==> src/rtl/axi_rd_arbiter_pkg.sv <==
// Shared AXI read-channel types and arbiter constants for axi_rd_arbiter.
package axi_rd_arbiter_pkg;

  typedef logic [3:0]  axi_id_t;
  typedef logic [31:0] axi_addr_t;
  typedef logic [7:0]  axi_len_t;
  typedef logic [2:0]  axi_size_t;
  typedef logic [1:0]  axi_burst_t;
  typedef logic [31:0] axi_data_t;
  typedef logic [1:0]  axi_resp_t;

  typedef enum logic [1:0] {
    ARB_IDLE,
    ARB_ADDR,
    ARB_DATA
  } arb_state_t;

  localparam int ARB_TIMEOUT_DEFAULT = 1024;

endpackage

==> src/rtl/axi_rd_arbiter_rr_pick2.sv <==
// Combinational two-way round-robin picker: o_sel names the winner, o_any flags a request.
module rr_pick2 (
  input  logic [1:0] i_req,
  input  logic       i_prio,
  output logic       o_sel,
  output logic       o_any
);

  assign o_any = |i_req;
  // A lone requester wins outright; prio only breaks a tie.
  assign o_sel = (&i_req) ? i_prio : i_req[1];

endmodule

==> src/rtl/axi_rd_arbiter.sv <==
// Round-robin arbiter sharing one AXI read path between two requesters, one burst at a time.
// Optional R-channel watchdog enabled by defining AXI_RD_ARB_TIMEOUT_EN.
module axi_rd_arbiter
  import axi_rd_arbiter_pkg::*;
#(
  parameter int TIMEOUT_CYCLES = ARB_TIMEOUT_DEFAULT
) (
  input  logic       clk,
  input  logic       rst_n,
  // requester 0
  input  logic       i_s0_a_avalid,
  output logic       o_s0_a_aready,
  input  axi_id_t    i_s0_a_aid,
  input  axi_addr_t  i_s0_a_aaddr,
  input  axi_len_t   i_s0_a_alen,
  input  axi_size_t  i_s0_a_asize,
  input  axi_burst_t i_s0_a_aburst,
  output logic       o_s0_r_rvalid,
  input  logic       i_s0_r_rready,
  output axi_id_t    o_s0_r_rid,
  output axi_data_t  o_s0_r_rdata,
  output axi_resp_t  o_s0_r_rresp,
  output logic       o_s0_r_rlast,
  // requester 1
  input  logic       i_s1_a_avalid,
  output logic       o_s1_a_aready,
  input  axi_id_t    i_s1_a_aid,
  input  axi_addr_t  i_s1_a_aaddr,
  input  axi_len_t   i_s1_a_alen,
  input  axi_size_t  i_s1_a_asize,
  input  axi_burst_t i_s1_a_aburst,
  output logic       o_s1_r_rvalid,
  input  logic       i_s1_r_rready,
  output axi_id_t    o_s1_r_rid,
  output axi_data_t  o_s1_r_rdata,
  output axi_resp_t  o_s1_r_rresp,
  output logic       o_s1_r_rlast,
  // downstream slave
  output logic       o_m_a_avalid,
  input  logic       i_m_a_aready,
  output axi_id_t    o_m_a_aid,
  output axi_addr_t  o_m_a_aaddr,
  output axi_len_t   o_m_a_alen,
  output axi_size_t  o_m_a_asize,
  output axi_burst_t o_m_a_aburst,
  input  logic       i_m_r_rvalid,
  output logic       o_m_r_rready,
  input  axi_id_t    i_m_r_rid,
  input  axi_data_t  i_m_r_rdata,
  input  axi_resp_t  i_m_r_rresp,
  input  logic       i_m_r_rlast,
  // status
  output logic [1:0] grant_o,
  output logic       timeout_o
);

  arb_state_t r_state;
  logic       r_owner;
  logic       r_prio;
  logic [1:0] r_grant;

  logic w_sel;
  logic w_any;
  logic w_a_hs;
  logic w_r_hs;
  logic w_expire;

  rr_pick2 u_pick (
    .i_req  ({i_s1_a_avalid, i_s0_a_avalid}),
    .i_prio (r_prio),
    .o_sel  (w_sel),
    .o_any  (w_any)
  );

  assign w_a_hs = (r_state == ARB_ADDR) && o_m_a_avalid && i_m_a_aready;
  assign w_r_hs = (r_state == ARB_DATA) && i_m_r_rvalid && o_m_r_rready;

`ifdef AXI_RD_ARB_TIMEOUT_EN
  localparam int CNT_W = (TIMEOUT_CYCLES > 1) ? $clog2(TIMEOUT_CYCLES) : 1;

  logic [CNT_W-1:0] r_cnt;
  logic             r_timeout;

  // Expiry only when the limit is hit in a cycle with no beat accepted.
  assign w_expire = (r_state == ARB_DATA) && !w_r_hs &&
                    (r_cnt == CNT_W'(TIMEOUT_CYCLES - 1));

  always_ff @(posedge clk or negedge rst_n) begin
    if (!rst_n) begin
      r_cnt     <= '0;
      r_timeout <= 1'b0;
    end else begin
      r_timeout <= w_expire;
      if ((r_state != ARB_DATA) || w_r_hs || w_expire) r_cnt <= '0;
      else                                              r_cnt <= r_cnt + 1'b1;
    end
  end

  assign timeout_o = r_timeout;
`else
  assign w_expire  = 1'b0;
  assign timeout_o = 1'b0;
`endif

  // NOTE: sequential state uses non-blocking assignments so every register
  // samples pre-edge values regardless of statement order.
  always_ff @(posedge clk or negedge rst_n) begin
    if (!rst_n) begin
      r_state <= ARB_IDLE;
      r_owner <= 1'b0;
      r_prio  <= 1'b0;
      r_grant <= 2'b00;
    end else begin
      case (r_state)
        ARB_IDLE: begin
          if (w_any) begin
            r_owner <= w_sel;
            r_grant <= w_sel ? 2'b10 : 2'b01;
            r_state <= ARB_ADDR;
          end
        end
        ARB_ADDR: begin
          if (w_a_hs) r_state <= ARB_DATA;
        end
        ARB_DATA: begin
          if ((w_r_hs && i_m_r_rlast) || w_expire) begin
            r_state <= ARB_IDLE;
            r_prio  <= ~r_owner;
            r_grant <= 2'b00;
          end
        end
        default: begin
          r_state <= ARB_IDLE;
          r_grant <= 2'b00;
        end
      endcase
    end
  end

  assign grant_o = r_grant;

  // NOTE: every output gets a default before the muxing below, so no path
  // through this block leaves a value held and no latch is inferred.
  always_comb begin
    o_m_a_avalid  = 1'b0;
    o_m_a_aid     = '0;
    o_m_a_aaddr   = '0;
    o_m_a_alen    = '0;
    o_m_a_asize   = '0;
    o_m_a_aburst  = '0;
    o_s0_a_aready = 1'b0;
    o_s1_a_aready = 1'b0;
    o_m_r_rready  = 1'b0;
    o_s0_r_rvalid = 1'b0;
    o_s0_r_rid    = '0;
    o_s0_r_rdata  = '0;
    o_s0_r_rresp  = '0;
    o_s0_r_rlast  = 1'b0;
    o_s1_r_rvalid = 1'b0;
    o_s1_r_rid    = '0;
    o_s1_r_rdata  = '0;
    o_s1_r_rresp  = '0;
    o_s1_r_rlast  = 1'b0;

    if (r_state == ARB_ADDR) begin
      if (r_owner) begin
        o_m_a_avalid  = i_s1_a_avalid;
        o_m_a_aid     = i_s1_a_aid;
        o_m_a_aaddr   = i_s1_a_aaddr;
        o_m_a_alen    = i_s1_a_alen;
        o_m_a_asize   = i_s1_a_asize;
        o_m_a_aburst  = i_s1_a_aburst;
        o_s1_a_aready = i_m_a_aready;
      end else begin
        o_m_a_avalid  = i_s0_a_avalid;
        o_m_a_aid     = i_s0_a_aid;
        o_m_a_aaddr   = i_s0_a_aaddr;
        o_m_a_alen    = i_s0_a_alen;
        o_m_a_asize   = i_s0_a_asize;
        o_m_a_aburst  = i_s0_a_aburst;
        o_s0_a_aready = i_m_a_aready;
      end
    end

    if (r_state == ARB_DATA) begin
      if (r_owner) begin
        o_s1_r_rvalid = i_m_r_rvalid;
        o_s1_r_rid    = i_m_r_rid;
        o_s1_r_rdata  = i_m_r_rdata;
        o_s1_r_rresp  = i_m_r_rresp;
        o_s1_r_rlast  = i_m_r_rlast;
        o_m_r_rready  = i_s1_r_rready;
      end else begin
        o_s0_r_rvalid = i_m_r_rvalid;
        o_s0_r_rid    = i_m_r_rid;
        o_s0_r_rdata  = i_m_r_rdata;
        o_s0_r_rresp  = i_m_r_rresp;
        o_s0_r_rlast  = i_m_r_rlast;
        o_m_r_rready  = i_s0_r_rready;
      end
    end
  end

endmodule

==> config.mk <==
export PLATFORM = sky130hd
export DESIGN_NAME = axi_rd_arbiter
export DESIGN_NICKNAME = d
export VERILOG_FILES = /design/src/rtl/axi_rd_arbiter_pkg.sv /design/src/rtl/axi_rd_arbiter_rr_pick2.sv /design/src/rtl/axi_rd_arbiter.sv
export SDC_FILE = /design/constraint.sdc
export NUM_CORES = 1
export LEC_CHECK = 0
export BUFFER_PORTS_ARGS = -buffer_cell sky130_fd_sc_hd__buf_2
export CAP_MARGIN = 0
export CORE_AREA = 5 5 107 109
export DETAILED_ROUTE_END_ITERATION = 8
export DIE_AREA = 0 0 112 114
export PLACE_DENSITY_LB_ADDON = 0.15
export SYNTH_ARGS = -nofsm -noshare
export SYNTH_HDL_FRONTEND = slang
export SYNTH_HIERARCHICAL = 1
export SYNTH_SLANG_ARGS = --single-unit
==> constraint.sdc <==
create_clock -name clk -period 2.9 [get_ports clk]
set_input_delay 0.145 -clock clk [delete_from_list [all_inputs] [get_ports clk]]
set_output_delay 0.145 -clock clk [all_outputs]
set_load 0.005 [all_outputs]
==> impl_metrics.toml, run 1 <==
[run_status]
outcome = "completed"

[final_layout]
fin_nets = 649
antenna_cells = 0
layout_common_cells = "279 x buf_2, 52 x nor2_1, 50 x mux2i_1"
drive_above_1_share = 0.579
stdcell_area_um2 = 3220
layout_commonest_cell = "buf_2"
area_growth_pct = 91.6

[clock_tree]
cts_buffers = 3
path_clk_slew_ns = 0.04
cts_resized = 0
cts_tree = "built"
cts_root_buf = "clkbuf_8"
cts_sinks = 6
h-tree-depth = 1
clk_path_buf_depth = 2
clk-insertion-delay-late_ns = 0.22

[placement]
routabilityCongestion = 0.751
numPortBuffers = 279
post-place-ws_ns = 1.09
dpl.hpwl_mm = 7.08
placed_cell_area_um2 = 3160

[pwr]
p_leak_uw = 0.00211
power_density_nw_per_um2 = 566
vdd_drop_max_uv = 288

[global_routing]
grt_pass1_wl_mm = 12.6
globalRouteOverflowTotal = 0
antenna_found_initial = 0
grtUsageTotal = 0.119
grt_pass1_vias = 2596
grt_max_degree = 55

[logic_synthesis]
syn_area_um2 = 1680
seq_area_frac_synth = 0.0894
syn_avg_cell_area_um2 = 6.88
ys_warn_count = 6
synth.net_count = 389
synth_seq_cells = 6
netlist_instances = 244
yosysUniqueCellTypes = 28

[critical_path]
r2r_cells = 3
critPathKind = "flip-flop to output pin"
reg2reg_slack_ns = 1.13
endpoint = "o_m_a_aaddr[0]"
worstSetupStartpointType = "flip-flop"
worstPathArrival_ns = 1.87
path_max_fanout = 54
r2r-end = "grant_o[0]"
end_kind = "output pin"
required_ns = 2.76
worstReg2RegStart = "r_owner"
crit_path_start = "r_owner"

[routing]
drcViolationCount = 0
viasPerCell = 4.02
vias = 2582
routed_wl_mm = 8.35
ant_nets = 0
routedWlPerCell_um = 13.0
firstDrtPassIters = 4
drt_iter0_drc = 58

[sta]
rsz0062_at_grt = "false"
finalHoldViolations = 0
finalCritPeriodShare = 0.694
slew_headroom = 0.368
fin_ws_ns = 0.888
tightestPinTransition_ns = 0.948
maxSlewViolCount = 0
clock.fmax_mhz = 497
fin_tns_setup_ns = 0
setup_viol = 0
min_period_ns = 2.01
finClkSkew_ns = 0.00690

[floorplan]
initial_core_util = 0.160
fp-row-count = 38
die_h_um = 114
dieArea_um2 = 12800
ios = 281
die_x_um = 112
design.core.area_um2 = 10500

[flow_run]
maxCapViolCount = 0

[hold_path]
whs_path_depth = 2
hold_path.class = "input pin to flip-flop"
metrics by stage:
step	hold WS, ns	std cells	util	total power [uW]
floorplan	-0.151	244	-	1090
global placement	-0.0160	638	0.301	1720
detailed placement	-0.0156	638	0.301	1720
CTS	0.177	643	0.306	1860
global route	0.185	643	0.306	2030
finish	0.177	643	0.306	1820
power by group:
group          switching (uW)  total [uW]  internal [uW]
clock network            37.6         132           94.7
logic                     727        1440            713
registers                 124         249            125
per-layer routing:
layer  vias to the layer above  GRT usage  part of all wire
li1                       1343          -                 -
met5                         -          0                 0
met1                      1110      0.126              0.36
met4                         0     0.0264            0.0096
met2                       125      0.229              0.54
met3                         4     0.0355             0.094
registers in the layout (all words and copies together) (netlist names):
| signal | cells |
|---|---|
| grant_o | 2 |
| r_state | 2 |
| r_owner | 1 |
| r_prio | 1 |
worst min-delay path by stage:
stage / slack (ns) / to / startpoint
6_report: 0.18 / r_state[0] / i_m_a_aready
5_1_grt: 0.19 / r_state[0] / i_m_a_aready
4_1_cts: 0.18 / r_state[0] / i_m_a_aready
3_5_place_dp: -0.02 / r_owner / rst_n
3_3_place_gp: -0.02 / r_state[0] / rst_n
2_1_floorplan: -0.15 / grant_o[0] / rst_n
cell families (layout without fill, tap and decap cells):
kind of cell / count (synthesis) / count (layout) / synth area share
buf+inv: 30 / 289 / 0.0849
mux: 51 / 51 / 0.305
other cells: 1 / 1 / 0.00223
simple gates: 148 / 148 / 0.478
flops: 6 / 6 / 0.0894
compound gates: 8 / 8 / 0.0410
cell usage after synthesis:
| cell type | count | area [um^2] |
|---|---|---|
| a21o_1 | 1 | 7.51 |
| buf_4 | 5 | 37.5 |
| nor2b_1 | 3 | 18.8 |
| nand2_1 | 1 | 3.75 |
| or2_1 | 2 | 12.5 |
| o41ai_1 | 1 | 8.76 |
| o2bb2ai_1 | 1 | 8.76 |
| mux2i_1 | 50 | 500 |
| o31ai_1 | 1 | 7.51 |
| nor3b_1 | 3 | 22.5 |
| and3_1 | 40 | 250 |
| conb_1 | 1 | 3.75 |
| or3b_2 | 1 | 8.76 |
| nand2b_1 | 2 | 12.5 |
| inv_1 | 2 | 7.51 |
| a311oi_1 | 1 | 8.76 |
| buf_2 | 5 | 25.0 |
| mux2_2 | 1 | 11.3 |
| and2_1 | 40 | 250 |
| and4b_1 | 1 | 10.0 |
| a311o_1 | 2 | 20.0 |
| clkbuf_2 | 4 | 20.0 |
| dfrtp_1 | 6 | 150 |
| nand3_1 | 1 | 5.00 |
| nor4b_1 | 1 | 8.76 |
| clkbuf_1 | 14 | 52.6 |
| a21boi_1 | 1 | 7.51 |
| nor2_1 | 53 | 199 |
critical path: stages (launching register included):
cell and delay (ns):
dfrtp_4 0.76, buf_12 0.35, mux2i_1 0.28, nor2_1 0.07
buf_2 0.17
repair_timing:
item	CTS	global route
buffers inserted	0	0
hold endpoints to repair	6	0
hold buffers	1	0
final cells by class:
cell class / count / area (um^2)
clock buffer: 4 / 45.0
timing repair buffer: 283 / 1440
fill: 1183 / 7290
sequential: 6 / 154
tap: 140 / 175
inverter: 2 / 7.51
multi-input combinational: 208 / 1390
Note: power is estimated with default switching activity, not from simulation.
==> run 2, diff against run 1 <==
==> constraint.sdc (replaced) <==
create_clock -name clk -period 1.75 [get_ports clk]
set_input_delay 0.0875 -clock clk [delete_from_list [all_inputs] [get_ports clk]]
set_output_delay 0.0875 -clock clk [all_outputs]
set_load 0.005 [all_outputs]
==> impl_metrics.toml, run 2 (synthesized netlist as in run 1, its figures left out) <==
[run_status]
outcome = "completed"

[final_layout]
fin_nets = 654
fill_cells = 1160
drive_above_1_share = 0.585
area_growth_pct = 97.1
layout_common_cells = "279 x buf_2, 52 x nor2_1, 50 x mux2i_1"
finish.utilization = 0.315
antenna_cells = 0
fin_cells = 648
layout_commonest_cell = "buf_2"

[sta]
rsz0062_at_grt = "false"
maxSlewViolCount = 0
finClkSkew_ns = 0.00342
finalCritPeriodShare = 0.944
finalHoldViolations = 0
min_period_ns = 1.65
setup_viol = 0
fin_tns_setup_ns = 0
fin_ws_ns = 0.0985
clock.fmax_mhz = 606

[critical_path]
end_kind = "output pin"
required_ns = 1.66
path_max_fanout = 26
worstPathArrival_ns = 1.56
crit_path_max_incr_delay_ns = 0.60
cp_slowest_cell = "dfrtp_4"
crit_chain = "buf_16 -> mux2i_1 -> nor2_1 -> buf_2"
critPathKind = "flip-flop to output pin"
path_delay_family = "flip-flops"
worstSetupStartpointType = "flip-flop"
worst-path-buf-inv = 2

[floorplan]
die_x_um = 112
fp-row-count = 38
die_h_um = 114
initial_core_util = 0.160
ios = 281
dieArea_um2 = 12800
design.core.area_um2 = 10500

[pwr]
power_density_nw_per_um2 = 978
vdd_drop_max_uv = 473
finalPower_uw = 3240
p_leak_uw = 0.00216

[routing]
routed_wl_mm = 8.60
ant_nets = 0
firstDrtPassIters = 4
viasPerCell = 4.09
routedWlPerCell_um = 13.3
vias = 2652
drt_iter0_drc = 72
drcViolationCount = 0

[global_routing]
grt_pass1_vias = 2521
grt_max_degree = 51
antenna_found_initial = 0
globalRouteOverflowTotal = 0
grt_pass1_wl_mm = 12.3
grtUsageTotal = 0.118

[placement]
place_inst = 642
dpl.hpwl_mm = 7.14
post-place-ws_ns = 0.232
routabilityCongestion = 0.770
numPortBuffers = 279

[clock_tree]
path_clk_slew_ns = 0.04
cts_root_buf = "clkbuf_8"
clk-insertion-delay-late_ns = 0.23
cts_buffers = 3
clk_path_buf_depth = 2
h-tree-depth = 1
cts_sinks = 6
cts_tree = "built"

[hold_path]
hold_path.class = "input pin to flip-flop"

[flow_run]
maxCapViolCount = 0
==> run 2: cell types whose count changed in the layout (fill, tap and decap cells not counted) <==
| cell | delta |
|---|---|
| buf_12 | +1 |
| buf_16 | +1 |
| buf_4 | +1 |
| buf_6 | +1 |
| clkbuf_16 | +1 |
| dfrtp_1 | -1 |
| dfrtp_2 | +1 |
==> run 2: worst reg2reg max path, stage by stage, from the launching register on <==
cell and delay, ns:
dfrtp_4 0.60, mux2i_1 0.18, or2_1 0.27, a311o_1 0.36
==> run 2: final timing paths <==
| path | slack [ns] | startpoint | cells after the start | to |
|---|---|---|---|---|
| max in group asynchronous | 1.34 | rst_n | 2 | r_owner |
| min in group asynchronous | 0.25 | rst_n | 2 | r_owner |
| setup reg to reg | 0.21 | r_owner | 3 | grant_o[1] |
| hold / removal | 0.10 | i_m_a_aready | 2 | r_state[0] |
| hold reg to reg | 0.51 | r_prio | 2 | r_prio |
| setup / recovery | 0.1 | r_owner | 4 | o_m_a_aaddr[0] |
==> run 2: where the power goes <==
part | internal [uW] | leakage (uW) | switching, uW
Clock | 157 | 0.0000228 | 63.9
Sequential | 211 | 0.0000732 | 147
Combinational | 1330 | 0.00206 | 1320
Total | 1700 | 0.00216 | 1540
==> run 2: metal layers <==
metal / wire, um / vias up / track usage
met1: 3140 / 1160 / 0.121
met5: 0 / - / 0
li1: - / 1355 / -
met2: 4570 / 131 / 0.230
met4: 94 / 0 / 0.0329
met3: 786 / 6 / 0.0361
==> run 2: through the flow <==
stage | hold slack (ns) | cell area [um^2]
final | 0.105 | 3310
after detailed placement | -0.0756 | 3220
after global routing | 0.122 | 3310
after global placement | -0.0769 | 3220
after floorplan | -0.208 | 1680
after CTS | 0.104 | 3280
==> run 2: layout make-up <==
class / instances / area (um^2) / share of cell area
Multi-Input combinational cell: 208 / 1390 / 0.421
Inverter: 2 / 7.51 / 0.00227
Timing Repair Buffer: 288 / 1530 / 0.463
Clock buffer: 4 / 45.0 / 0.0136
Tap cell: 140 / 175 / 0.0529
Sequential cell: 6 / 155 / 0.0469
==> run 2: what timing repair did <==
item | 4_1_cts | 5_1_grt
setup buffers | 0 | 0
cloned | 0 | 1
resized for setup | 1 | 2
endpoints found under the hold margin | 6 | 0
setup endpoints to repair | 1 | 33
hold buffers | 1 | 0
==> run 3, diff against run 2 <==
--- a/config.mk
+++ b/config.mk
@@ -7,7 +7,7 @@
 export LEC_CHECK = 0
 export BUFFER_PORTS_ARGS = -buffer_cell sky130_fd_sc_hd__buf_2
 export CAP_MARGIN = 0
-export CORE_AREA = 5 5 107 109
+export CORE_AREA = 2 2 110 112
 export DETAILED_ROUTE_END_ITERATION = 8
 export DIE_AREA = 0 0 112 114
 export PLACE_DENSITY_LB_ADDON = 0.15
==> impl_metrics.toml, run 3 (synthesized netlist as in run 1, its figures left out) <==
[global_routing]
grt_max_degree = 50
grt_use_met3 = 0.0329
globalRouteOverflowTotal = 0
grt_busiest_layer = "met2"
gr-usage-met1 = 0.111
grtUsageTotal = 0.104
grt_pass1_wl_mm = 10.9
antenna_found_initial = 1
grt_pass1_vias = 2243
met2_usage = 0.203

[sta]
rsz0062_at_grt = "false"
finalHoldViolations = 0
fin_ws_ns = 0.132
finalCritPeriodShare = 0.924
setup_viol = 0
maxSlewViolCount = 0
fin_tns_setup_ns = 0
clock.fmax_mhz = 618
min_period_ns = 1.62
finClkSkew_ns = 0.00386

[clock_tree]
cts_root_buf = "clkbuf_16"
cts_tree = "built"
cts_buffers = 3
clk-insertion-delay-late_ns = 0.23
clk_path_buf_depth = 2
path_clk_slew_ns = 0.04
h-tree-depth = 1
cts_sinks = 6

[placement]
numPortBuffers = 279
routabilityCongestion = 0.740
post-place-ws_ns = 0.230
dpl.hpwl_mm = 6.35

[floorplan]
die_h_um = 114
dieArea_um2 = 12800
initial_core_util = 0.143
ios = 281
fp-row-count = 40
design.core.area_um2 = 11700
die_x_um = 112

[routing]
viasPerCell = 4.03
drcViolationCount = 0
routedWlPerCell_um = 11.9
routed_wl_mm = 7.79
drt_iter0_drc = 41
firstDrtPassIters = 5
ant_nets = 0
vias = 2634

[final_layout]
fin_nets = 653
layout_commonest_cell = "buf_2"
antenna_cells = 0
ff_latch_area_um2 = 155
layout_common_cells = "279 x buf_2, 52 x nor2_1, 50 x mux2i_1"
fill_cells = 1298
drive_above_1_share = 0.586
multiInputGateArea_um2 = 1400
finish.utilization = 0.286
area_growth_pct = 99.7

[pwr]
power_density_nw_per_um2 = 998
power_frac_seq = 0.106
p_sw_uw = 1520
p_comb_frac = 0.780
finalPower_uw = 3350
vdd_drop_max_uv = 349
internal_power_uw = 1830
p_leak_uw = 0.00217
p_clk_frac = 0.113
p_sw_frac = 0.453

[critical_path]
worstPathArrival_ns = 1.53
path_max_fanout = 30
required_ns = 1.66
end_kind = "output pin"
worstSetupStartpointType = "flip-flop"
critPathKind = "flip-flop to output pin"

[hold_path]
hold_path.class = "input pin to flip-flop"

[run_status]
outcome = "completed"

[flow_run]
maxCapViolCount = 0
-- run 3: area by class of cell --
type	count	area share
Timing Repair Buffer	287	0.457
Multi-Input combinational cell	208	0.416
Tap cell	147	0.0549
Sequential cell	6	0.0463
Clock buffer	4	0.0235
Inverter	2	0.00224
-- run 3: critical path, stage by stage (launching register included) --
cell     delay, ns
dfrtp_4       0.59
buf_6         0.28
mux2i_1       0.23
nor2_1        0.05
buf_2         0.13
-- run 3: final timing paths --
path | slack, ns | end | startpoint | cells past startpoint
setup / recovery | 0.13 | o_m_a_aaddr[25] | r_owner | 4
hold / removal | 0.10 | r_state[0] | i_m_a_aready | 2
setup reg to reg | 0.20 | grant_o[1] | r_owner | 3
hold reg to reg | 0.49 | r_prio | r_prio | 2
max in group asynchronous | 1.34 | r_state[0] | rst_n | 2
min in group asynchronous | 0.24 | r_owner | rst_n | 2
-- run 3: what timing repair did --
item | CTS | global route
hold buffers | 1 | 0
hold endpoints to repair | 6 | 0
endpoints found under the setup margin | 0 | 89
resized for setup | 0 | 6
buffers inserted | 0 | 0
-- run 3: layer usage --
layer	part of all wire	vias up
met1	0.37	1118
li1	-	1356
met5	0.0017	-
met2	0.53	152
met4	0.0083	2
met3	0.092	6
-- run 3: per-stage QoR --
stage	hold slack, ns	cell area [um^2]	cells
after floorplan	-0.208	1680	244
after CTS	0.107	3310	653
after detailed placement	-0.0691	3220	648
after global routing	0.122	3350	654
final	0.102	3350	654
after global placement	-0.0674	3220	648
-- run 3: power groups by stage --
stage	Sequential [uW]	Combinational [uW]	Clock (uW)
CTS	348	2570	387
global placement	341	2550	0
detailed placement	348	2550	0
global route	393	2890	393
floorplan	228	1570	0
finish	356	2610	379
